<file path="src/rtl/arb_pkg.sv">
// Shared types and sizes for the six-way round-robin arbiter.
// Holds the FSM state encoding and a pointer-advance helper.
package arb_pkg;

  localparam int N_REQ = 6;
  localparam int IDX_W = 3;

  typedef enum logic [1:0] {
    IDLE,
    GRANT,
    RECOVER
  } state_t;

  // Index following i, wrapping 5 back to 0.
  function automatic logic [IDX_W-1:0] next_ptr(
    input logic [IDX_W-1:0] i
  );
    return (i == IDX_W'(N_REQ-1)) ? '0 : i + 1'b1;
  endfunction

endpackage

</file>
<file path="src/rtl/rr_pick_6.sv">
// Circular priority picker: first set request at or after ptr.
// Purely combinational; out-of-range ptr is treated as 0.
module rr_pick_6
  import arb_pkg::*;
(
  input  logic [N_REQ-1:0] req,
  input  logic [IDX_W-1:0] ptr,
  output logic             any,
  output logic [IDX_W-1:0] idx
);

  logic [IDX_W-1:0] base;
  logic [IDX_W:0]   j;

  // Scan from the far end so the nearest requester to ptr wins.
  always_comb begin
    any  = 1'b0;
    idx  = '0;
    j    = '0;
    base = (ptr > IDX_W'(N_REQ-1)) ? '0 : ptr;
    for (int k = N_REQ-1; k >= 0; k--) begin
      j = {1'b0, base} + (IDX_W+1)'(k);
      if (j >= (IDX_W+1)'(N_REQ))
        j = j - (IDX_W+1)'(N_REQ);
      if (req[j[IDX_W-1:0]]) begin
        any = 1'b1;
        idx = j[IDX_W-1:0];
      end
    end
  end

endmodule

</file>
<file path="src/rtl/rr_arbiter_6.sv">
// Six-way round-robin arbiter with break-before-make gap.
// Grant tenure is capped at MAX_HOLD cycles.
module rr_arbiter_6
  import arb_pkg::*;
#(
  parameter int MAX_HOLD = 16,
  parameter int HOLD_W   = 5
) (
  input  logic             clk,
  input  logic             reset,
  input  logic [N_REQ-1:0] req,
  output logic [N_REQ-1:0] gnt,
  output logic [IDX_W-1:0] gnt_idx,
  output logic             gnt_valid,
  output logic             timeout
);

  state_t            state, state_n;
  logic [IDX_W-1:0]  ptr, ptr_n;
  logic [HOLD_W-1:0] hold_cnt, hold_n;
  logic [N_REQ-1:0]  gnt_n;
  logic [IDX_W-1:0]  idx_n;
  logic              valid_n;
  logic              tout_n;

  logic              pick_any;
  logic [IDX_W-1:0]  pick_idx;
  logic              release_now;

  rr_pick_6 u_pick (
    .req (req),
    .ptr (ptr),
    .any (pick_any),
    .idx (pick_idx)
  );

  assign release_now = !req[gnt_idx] ||
    (hold_cnt == HOLD_W'(MAX_HOLD-1));

  // Next-state and next-output logic; every output is registered.
  always_comb begin
    state_n = state;
    ptr_n   = ptr;
    hold_n  = hold_cnt;
    idx_n   = gnt_idx;
    gnt_n   = gnt;
    valid_n = gnt_valid;
    tout_n  = 1'b0;
    unique case (state)
      IDLE, RECOVER: begin
        if (pick_any) begin
          state_n = GRANT;
          idx_n   = pick_idx;
          gnt_n   = N_REQ'(1) << pick_idx;
          valid_n = 1'b1;
          hold_n  = '0;
        end else begin
          state_n = IDLE;
          gnt_n   = '0;
          valid_n = 1'b0;
        end
      end
      GRANT: begin
        if (release_now) begin
          state_n = RECOVER;
          gnt_n   = '0;
          valid_n = 1'b0;
          ptr_n   = next_ptr(gnt_idx);
          tout_n  = req[gnt_idx];
          hold_n  = '0;
        end else begin
          hold_n  = hold_cnt + 1'b1;
        end
      end
      default: begin
        state_n = IDLE;
        gnt_n   = '0;
        valid_n = 1'b0;
      end
    endcase
  end

  // State and output registers with synchronous reset.
  always_ff @(posedge clk) begin
    if (reset) begin
      state     <= IDLE;
      ptr       <= '0;
      hold_cnt  <= '0;
      gnt       <= '0;
      gnt_idx   <= '0;
      gnt_valid <= 1'b0;
      timeout   <= 1'b0;
    end else begin
      state     <= state_n;
      ptr       <= ptr_n;
      hold_cnt  <= hold_n;
      gnt       <= gnt_n;
      gnt_idx   <= idx_n;
      gnt_valid <= valid_n;
      timeout   <= tout_n;
    end
  end

endmodule

</file>
<file path="config.mk">
export PLATFORM = sky130hd
export DESIGN_NAME = rr_arbiter_6
export DESIGN_NICKNAME = d
export VERILOG_FILES = /design/src/rtl/arb_pkg.sv /design/src/rtl/rr_pick_6.sv /design/src/rtl/rr_arbiter_6.sv
export SDC_FILE = /design/constraint.sdc
export NUM_CORES = 1
export LEC_CHECK = 0
export CORE_ASPECT_RATIO = 0.8
export CORE_UTILIZATION = 51
export DETAILED_ROUTE_END_ITERATION = 12
export HOLD_SLACK_MARGIN = 0.15
export PLACE_DENSITY = 0.76
export SYNTH_ARGS = -nofsm -noshare
export SYNTH_HDL_FRONTEND = slang
export SYNTH_SLANG_ARGS = --single-unit
</file>
<file path="constraint.sdc">
create_clock -name clk -period 2.6 [get_ports clk]
set_input_delay 0.52 -clock clk [delete_from_list [all_inputs] [get_ports clk]]
set_output_delay 0.52 -clock clk [all_outputs]
set_load 0.02 [all_outputs]
</file>
Word-level counts from Yosys, hierarchy flattened --
Index checks and enable logic that the tools add are counted.
Word-level totals: output and inout port bits 11, register bits 21
Cells by class: equality and inequality tests 6, shift operators 1, bitwise logic cells 2, multiplexer cells 46, $lt $le $gt $ge 14, $add $sub $neg 13, reductions and logical operators 9
Operators by type and width (number):
- 3-bit two-way mux | 14
- 3-bit by 4-bit less-than comparator with 1-bit output, second input constant | 7
- 1-bit binary-select mux with 3-bit select | 7
- 4-bit by 3-bit greater-or-equal comparator with 1-bit output, second input constant | 5
- 3-bit subtractor, second input constant | 6
- 1-bit two-way mux | 16
- 6-bit two-way mux | 2
- 6-bit case mux with 2 select lines | 1
- 5-bit two-way mux | 2
- 5-bit case mux with 2 select lines | 1
- 3-bit by 2-bit adder with 4-bit output, second input constant | 2
- 3-bit by 3-bit adder with 4-bit output, second input constant | 2
- 2-bit AND reduction | 3
- 1-bit by 3-bit left shift with 6-bit output, first input constant | 1
- 5-bit by 1-bit adder with 5-bit output, second input constant | 1
- 5-bit by 4-bit == test with 1-bit output, second input constant | 1
- 3-bit by 1-bit adder with 4-bit output, second input constant | 1
- 2-bit inequality test, second input constant | 2
- 2-bit case mux with 2 select lines | 1
- 3-bit by 1-bit adder with 3-bit output, second input constant | 1
- 3-bit == test, second input constant | 1
- 3-bit greater-or-equal comparator, second input constant | 1
- 3-bit greater-than comparator, second input constant | 1
- 3-bit OR reduction | 1
- other kinds (10) | 11

Longest topological paths before layout --
Gate-level depths: netlist of run 1.
word-level depth 16, depth in mapped cells 12

By module --
From an unflattened synthesis of run 1, not the netlist that was laid out.
Unflattened totals: cells, all modules 258, area total of the unflattened synthesis 2094.5 µm²
Modules (own cells, without submodules):
- rr_pick_6 | seq. area each 0.0 µm², area each 1131.1 µm², cells each 161, times used 1
- rr_arbiter_6 | seq. area each 400.4 µm², area each 963.4 µm², cells each 97, times used 1

Worst setup path before layout of run 1 --
No wires, ideal clock.
path type register to register, start point register ptr[1], end point register gnt[4], buffers on the path 0, arrival 2.736 ns, cell stages (with the launch flop) 11, clock period less this slack 2.854 ns, slack -0.254 ns, cell sequence dfxtp_1 inv_1 ha_1 and4b_1 a21oi_2 o221ai_2 or3_4 a211o_1 o41ai_4 nor2_1 a32o_1
Between the ends: longest elaborated chain between the ends 16, elaborated cells between the ends (all ways) 52, those cells by class add/sub (11); order compare (7); shift (1); mux (33)
RTL lines:
- start, declared | line rr_arbiter_6.sv:19 | logic [IDX_W-1:0] ptr, ptr_n;
- start signal, assigned | line rr_arbiter_6.sv:95 | ptr <= ptr_n;
- 3-bit greater-than comparator | line rr_pick_6.sv:20 | base = (ptr > IDX_W'(N_REQ-1)) ? '0 : ptr;
- 3-bit two-way mux (*) | line rr_pick_6.sv:20
- 3-bit by 3-bit adder with 4-bit output | line rr_pick_6.sv:22 | j = {1'b0, base} + (IDX_W+1)'(k);
- 4-bit by 3-bit greater-or-equal comparator with 1-bit output / 3-bit subtractor (equally long branches) | line rr_pick_6.sv:23, rr_pick_6.sv:24
- 3-bit two-way mux | line rr_pick_6.sv:23 | if (j >= (IDX_W+1)'(N_REQ))
- 1-bit binary-select mux with 3-bit select | line rr_pick_6.sv:25 | if (req[j[IDX_W-1:0]]) begin
- 1-bit two-way mux (not written as such) | line rr_pick_6.sv:25
- 3-bit two-way mux (6 in series) | line rr_pick_6.sv:25
- 1-bit by 3-bit left shift with 6-bit output | line rr_arbiter_6.sv:54 | gnt_n = N_REQ'(1) << pick_idx;
- 6-bit two-way mux (*) | line rr_arbiter_6.sv:51 | if (pick_any) begin
- 6-bit case mux with 2 select lines (*) | line rr_arbiter_6.sv:49 | unique case (state)
- end signal, assigned | line rr_arbiter_6.sv:97 | gnt <= gnt_n;
- end, declared | line rr_arbiter_6.sv:12 | output logic [N_REQ-1:0] gnt,
Mark *: on every way between the ends. The rest lies on a longest branch, timed or not. The select of a mux whose other input is x is not followed. A chain may end at the register's enable or synchronous reset.

Final worst setup path of run 1 --
start point register ptr[1], end point register gnt[1]
Same word-level chain as after synthesis.

==> reports/qor.yml, run 1 <==
run_status:
  status: "finished, violations left"
  failed_checks: "setup timing"
power_and_ir_drop:
  p_leak_nw: 1.22
  pwr-share-comb_pct: 68.5
  power_switching_w: 0.000935
  powerDensity_nw_per_um2: 766
  p_int_w: 0.00129
  vdd_drop_max_uv: 649
  clockPowerShare_pct: 12.3
  p_seq_share_pct: 19.2
  switching_share_pct: 42.0
cts:
  root_buffer: "clkbuf_8"
  hold_buffers: 0
  clockBufferDepth: 2
  cts.reportedPaths.clkPinSlew_ns: 0.07
  insertion_delay_ns: 0.26
  cts_tree: "yes"
  htreeDepth: 1
  cts_made_buffers: 3
  numClockSinks: 20
yosys:
  yosysMostFrequentCell: "nor2_1"
  synth_fa_ha_area_share_pct: 5.26
  netlist_area_um2: 1850
  synth_top_flop_cell: "dfxtp_1"
  synth_top_family_by_area: "compound AO/OA/AOI/OAI gates"
  synth_top_area_cell: "dfxtp_1"
  synth_mux_area_share_pct: 11.3
  ys_ff_latch: 20
  synth-seq-area-share_pct: 21.6
  synth-compound-area-share_pct: 27.2
  ys_types: 61
  synth_commonest_cells: "nor2_1 (28), nand2_1 (21), dfxtp_1 (20)"
  synthDominantCellAreaShare_pct: 21.6
  synth_nets: 246
  synthTopCellsByArea: "dfxtp_1 (22%), mux2i_1 (7.6%), nor2_1 (5.7%)"
  async_reset_ff_share_pct: 0
  synth_xor_xnor_area_share_pct: 1.42
  synth_simple_gate_area_share_pct: 26.0
  syn-mean-instance-area_um2: 8.03
  netlist_instances: 231
  synth_edf_count: 0
  yosysWarningCount: 0
place:
  numPortBuffers: 18
  pre_cts_ws_ns: -0.211
  place_congestion: 0.902
  hpwlAfterDp_um: 4070
  dpl_cell_area_um2: 2500
global_route:
  overflow: 0
  grt_start_max_net_pins: 15
  grt.total_usage_pct: 31.2
  antenna_found_initial: 0
  grt_pass1_wl_um: 9670
  grt_pass1_vias: 2091
die:
  die_area_um2: 3880
  die_x_um: 69.4
  start_util_pct: 53.8
  pin_count: 19
  core-area_um2: 3450
  die_h_um: 55.9
  row_count: 19
worst_setup_path:
  endpoint_kind: "flip-flop"
  slowest_stage: "or3_4"
  crit_top_cell: "or3_4"
  critPathMaxStageDelay_ns: 0.42
  cp_max_fo: 6
  critPathLaunchType: "flip-flop"
  path_cells: "buf_4 > nor2_1 > or4_4 > a211oi_4 > or3_4 > a211o_1 > or3_4 > and4b_4 > o41ai_2"
  cp.required_ns: 2.77
  critical_path_class: "flip-flop to flip-flop"
  crit_arrival_ns: 2.95
timing:
  timing.final.crit_share_pct: 107
  rsz0062_at_grt: "yes"
  hold_viol: 0
  layout_setup_ws_ns: -0.186
  slew_headroom_pct: 59.5
  setup_tns_ns: -1.94
  worst_hold_slack_ns: 0.464
  setup_viol: 15
  drv_slew: 0
  finalCriticalPeriod_ns: 2.79
  fin_skew_ns: 0.00211
  fmax_mhz: 359
  worstMarginPinSlew_ns: 0.605
job:
  max-cap-violations: 0
drt:
  ant_nets: 0
  dr.pass1.iters: 5
  drt_iter0_markers: 214
  vias: 2299
  post_drt_wl_per_cell_um: 19.4
  vias_per_cell: 6.42
  drt_wl_total_um: 6940
  remaining_drc_errors: 0
hold_path:
  hp-class: "flip-flop to flip-flop"
cells_and_area:
  fin_area_um2: 2900
  nets: 332
  drive_gt1_share_pct: 42.1
  final_util_pct: 84.2
  insertedDiodeCount: 0
  syn_to_final_growth_pct: 56.5
## power groups by stage
| stage | Clock, W | Combinational, W | Sequential (W) |
|---|---|---|---|
| finish | 0.000273 | 0.00152 | 0.000428 |
| global route | 0.000284 | 0.00162 | 0.000433 |
| CTS | 0.000274 | 0.00138 | 0.000419 |
| detailed placement | 0 | 0.00124 | 0.000421 |
| global placement | 0 | 0.00122 | 0.000420 |
| floorplan | 0 | 0.000716 | 0.000447 |
## cell usage in the layout, fill, tap and decap left out, types with 3 or more instances in the layout
master / count
a21oi_1: 12
a31oi_1: 4
a32o_1: 4
a32oi_2: 3
buf_4: 66
buf_6: 6
clkbuf_8: 3
clkdlybuf4s50_1: 18
dfxtp_1: 18
ha_1: 3
ha_4: 4
inv_1: 11
mux2i_1: 9
mux2i_2: 4
nand2_1: 19
nand2b_1: 5
nand3_1: 6
nor2_1: 26
nor2b_1: 3
nor3_1: 5
o21ai_0: 8
or3_1: 3
or3_4: 3
## final timing paths
path	cells after the start	from	end	slack [ns]
worst max-delay path	9	ptr[1]	gnt[1]	-0.19
worst min-delay path	2	gnt[1]	gnt[1]	0.46
worst max register to register	9	ptr[1]	gnt[1]	-0.19
worst min register to register	2	gnt[1]	gnt[1]	0.46
## layout make-up
| type | count | area, µm² |
|---|---|---|
| fill | 182 | 544 |
| tap | 42 | 52.6 |
| multi-input combinational | 188 | 1570 |
| sequential | 20 | 408 |
| inverter | 13 | 56.3 |
| clock buffer | 4 | 66.3 |
| timing repair buffer | 91 | 748 |
## stage by stage
stage / instances / total power, W
6_report: 358 / 0.00222
5_1_grt: 358 / 0.00233
4_1_cts: 354 / 0.00207
3_5_place_dp: 338 / 0.00166
3_3_place_gp: 338 / 0.00164
2_1_floorplan: 231 / 0.00116
## routing by layer
metal  share of wire [%]  track usage (%)  vias up  routed length (µm)
li1                    -                -     1024                   -
met1                  40             41.4     1098                2750
met2                  47             53.3      138                3230
met3                 9.7             5.62       39                 670
met4                 4.2             6.41        0                 289
met5                   0                0        -                   0
## sequential cells by signal (all words and copies together) (netlist names)
name       count
hold_cnt       5
gnt_idx        3
gnt_valid      1
state          1
ptr            3
gnt            6
timeout        1
## worst max-delay path: cells and delay by family, from the launching register on
kind	cells	cell delay (ns)
and+or+nand+nor	5	1.47
AOI/OAI and AO/OA	3	0.66
DFF	1	0.39
buffers and inverters	1	0.16
## logic make-up (layout without fill, tap and decap cells)
group / count (synthesis) / count (layout)
mux: 18 / 18
buf+inv: 24 / 108
xor+xnor: 3 / 3
flops: 20 / 20
fa+ha+maj: 8 / 8
simple gates: 94 / 95
compound gates: 64 / 64
## what timing repair did
action	4_1_cts	5_1_grt
setup buffers	10	4
gates cloned	2	0
resized for setup	29	16
pin swaps	16	6
setup endpoints to repair	14	16
No activity file was read; power rests on OpenSTA's default activity.
==> inputs of run 2 (changes only) <==
CORE_UTILIZATION = 40   (was 51)
CTS_CLUSTER_SIZE = 20   (was not set)
PLACE_DENSITY = not set   (was 0.76)
clock period = 2.3 ns   (was 2.6 ns; I/O delays follow)
==> reports/qor.yml, run 2 (synthesis gave the netlist of run 1 again) <==
run_status:
  status: "finished, violations left"
  failed_checks: "setup timing"
hold_path:
  hp-class: "flip-flop to flip-flop"
die:
  pin_count: 19  # unchanged
  core-area_um2: 4310  # +25%
  row_count: 21  # +2
  die_area_um2: 4910  # +27%
  start_util_pct: 43.0  # -11 points
  die_h_um: 62.9  # +12%
  die_x_um: 78.1  # +13%
worst_setup_path:
  critPathMaxStageDelay_ns: 0.39  # -0.03 ns
  critical_path_class: "flip-flop to flip-flop"
  endpoint_kind: "flip-flop"
  critPathLaunchType: "flip-flop"
  slowest_stage: "dfxtp_4"
  cp.required_ns: 2.50  # -0.27 ns
  path_cells: "ha_4 > and2b_4 > buf_12 > mux2i_4 > buf_4 > nand2_1 > a2111o_1 > a32oi_2 > o22ai_2 > mux2_4 > nor2_1"
  crit_arrival_ns: 2.91  # -0.04 ns
  cp_max_fo: 6  # unchanged
  path_buf_inv: 2  # +1
  crit_family: "compound AO/OA/AOI/OAI gates"
timing:
  timing.final.crit_share_pct: 118  # +11 points
  finalCriticalPeriod_ns: 2.71  # -0.0719 ns
  slew_headroom_pct: 70.0  # +10 points
  worstMarginPinSlew_ns: 0.448  # -0.157 ns
  fin_skew_ns: 0.00301  # +0.000902 ns
  rsz0062_at_grt: "yes"
  fmax_mhz: 368  # +2.6%
  setup_viol: 15  # unchanged
  drv_slew: 0  # unchanged
  layout_setup_ws_ns: -0.414  # -0.228 ns
  hold_viol: 0  # unchanged
drt:
  remaining_drc_errors: 0  # unchanged
  vias_per_cell: 5.53  # -14%
  vias: 2114  # -8.0%
  dr.pass1.iters: 4  # -1
  post_drt_wl_per_cell_um: 16.0  # -17%
  drt_iter0_markers: 119  # -44%
  ant_nets: 0  # unchanged
  drt_wl_total_um: 6120  # -12%
place:
  pre_cts_ws_ns: -0.535  # -0.324 ns
  hpwlAfterDp_um: 4180  # +2.8%
  place_congestion: 0.849  # -5.9%
  numPortBuffers: 18  # unchanged
cts:
  root_buffer: "clkbuf_8"
  cts.reportedPaths.clkPinSlew_ns: 0.08  # about the same
  cts_tree: "yes"
  insertion_delay_ns: 0.26  # about the same
  hold_buffers: 0  # unchanged
  cts_made_buffers: 3  # unchanged
  htreeDepth: 1  # unchanged
  numClockSinks: 20  # unchanged
  clockBufferDepth: 2  # unchanged
power_and_ir_drop:
  switching_share_pct: 40.2  # -1.8 points
  p_int_w: 0.00155  # +20%
  powerDensity_nw_per_um2: 842  # +9.9%
  clockPowerShare_pct: 12.0  # -0.3 points
  pwr-share-comb_pct: 70.1  # +1.6 points
  vdd_drop_max_uv: 680  # +4.7%
  p_seq_share_pct: 18.0  # -1.2 points
  p_leak_nw: 1.31  # +7.2%
  power_switching_w: 0.00104  # +11%
cells_and_area:
  drive_gt1_share_pct: 47.1  # +5.0 points
  top_register: "gnt"
  final_cell_mix: "buf_4 (68), nor2_1 (23), nand2_1 (18), dfxtp_1 (18)"
  largest_reg_flops: 6  # unchanged
  nets: 341  # +2.7%
  final_common_cell: "buf_4"
  insertedDiodeCount: 0  # unchanged
  syn_to_final_growth_pct: 65.7
  final_util_pct: 71.3  # -13 points
  reg_top3: "gnt: 6 flops, hold_cnt: 5 flops"
global_route:
  grt.total_usage_pct: 24.1  # -7.1 points
  grt_pass1_wl_um: 9450  # -2.3%
  antenna_found_initial: 0  # unchanged
  grt_pass1_vias: 1969  # -5.8%
  grt_start_max_net_pins: 13  # -2
  overflow: 0  # unchanged
job:
  max-cap-violations: 0  # unchanged
[run 2: metrics by stage]
step                      total power (W)  std cells  TNS (ns)  hold slack (ns)  cell area (µm²)
final                             0.00259        382     -4.73            0.464             3070
after global routing              0.00274        382     -6.25            0.498             3070
after CTS                         0.00231        372     -5.29            0.462             2800
after detailed placement          0.00187        357     -8.46            0.433             2560
after global placement            0.00186        357     -8.07            0.447             2560
after floorplan                   0.00132        231     -4.87            0.463             1920
[run 2: worst register-to-register path, delay by kind of cell, from the launching register on]
family / cells / cell delay, ns
buffers and inverters: 2 / 0.30
AND/OR/NAND/NOR: 3 / 0.47
adder cells (fa/ha/maj): 1 / 0.17
flip-flops: 1 / 0.39
AO/OA/AOI/OAI: 3 / 0.73
multiplexers: 2 / 0.59
[run 2: routing by layer]
| metal | part of all wire, % | up-vias | global-route usage (%) | wire length (µm) |
|---|---|---|---|---|
| li1 | - | 1043 | - | - |
| met1 | 46 | 1015 | 33.0 | 2800 |
| met2 | 50 | 54 | 41.4 | 3060 |
| met3 | 4.1 | 2 | 3.07 | 248 |
| met4 | 0.23 | 0 | 2.78 | 14 |
| met5 | 0 | - | 0 | 0 |
[run 2: final timing paths]
| check | startpoint | end | slack [ns] | cells past startpoint |
|---|---|---|---|---|
| worst max register to register | ptr[1] | gnt_idx[2] | -0.41 | 11 |
| worst max-delay path | ptr[1] | gnt_idx[2] | -0.41 | 11 |
| worst min-delay path | gnt[1] | gnt[1] | 0.46 | 2 |
| worst min register to register | gnt[1] | gnt[1] | 0.46 | 2 |
[run 2: what timing repair did]
item	in CTS	in global routing
pin swaps	15	28
resized for setup	30	45
setup endpoints to repair	19	15
setup buffers	11	10
[run 2: area by class of cell]
cell class                      count  area, µm²
Multi-Input combinational cell    187       1600
Fill cell                         339       1240
Timing Repair Buffer              101        873
Sequential cell                    20        408
Tap cell                           57       71.3
Clock buffer                        4       66.3
Inverter                           13       53.8
[run 2: power groups by stage]
stage / logic, W / registers, W / clock network (W)
finish: 0.00181 / 0.000465 / 0.000310
global route: 0.00194 / 0.000473 / 0.000336
CTS: 0.00153 / 0.000462 / 0.000319
detailed placement: 0.00141 / 0.000467 / 0
global placement: 0.00140 / 0.000466 / 0
floorplan: 0.000810 / 0.000506 / 0
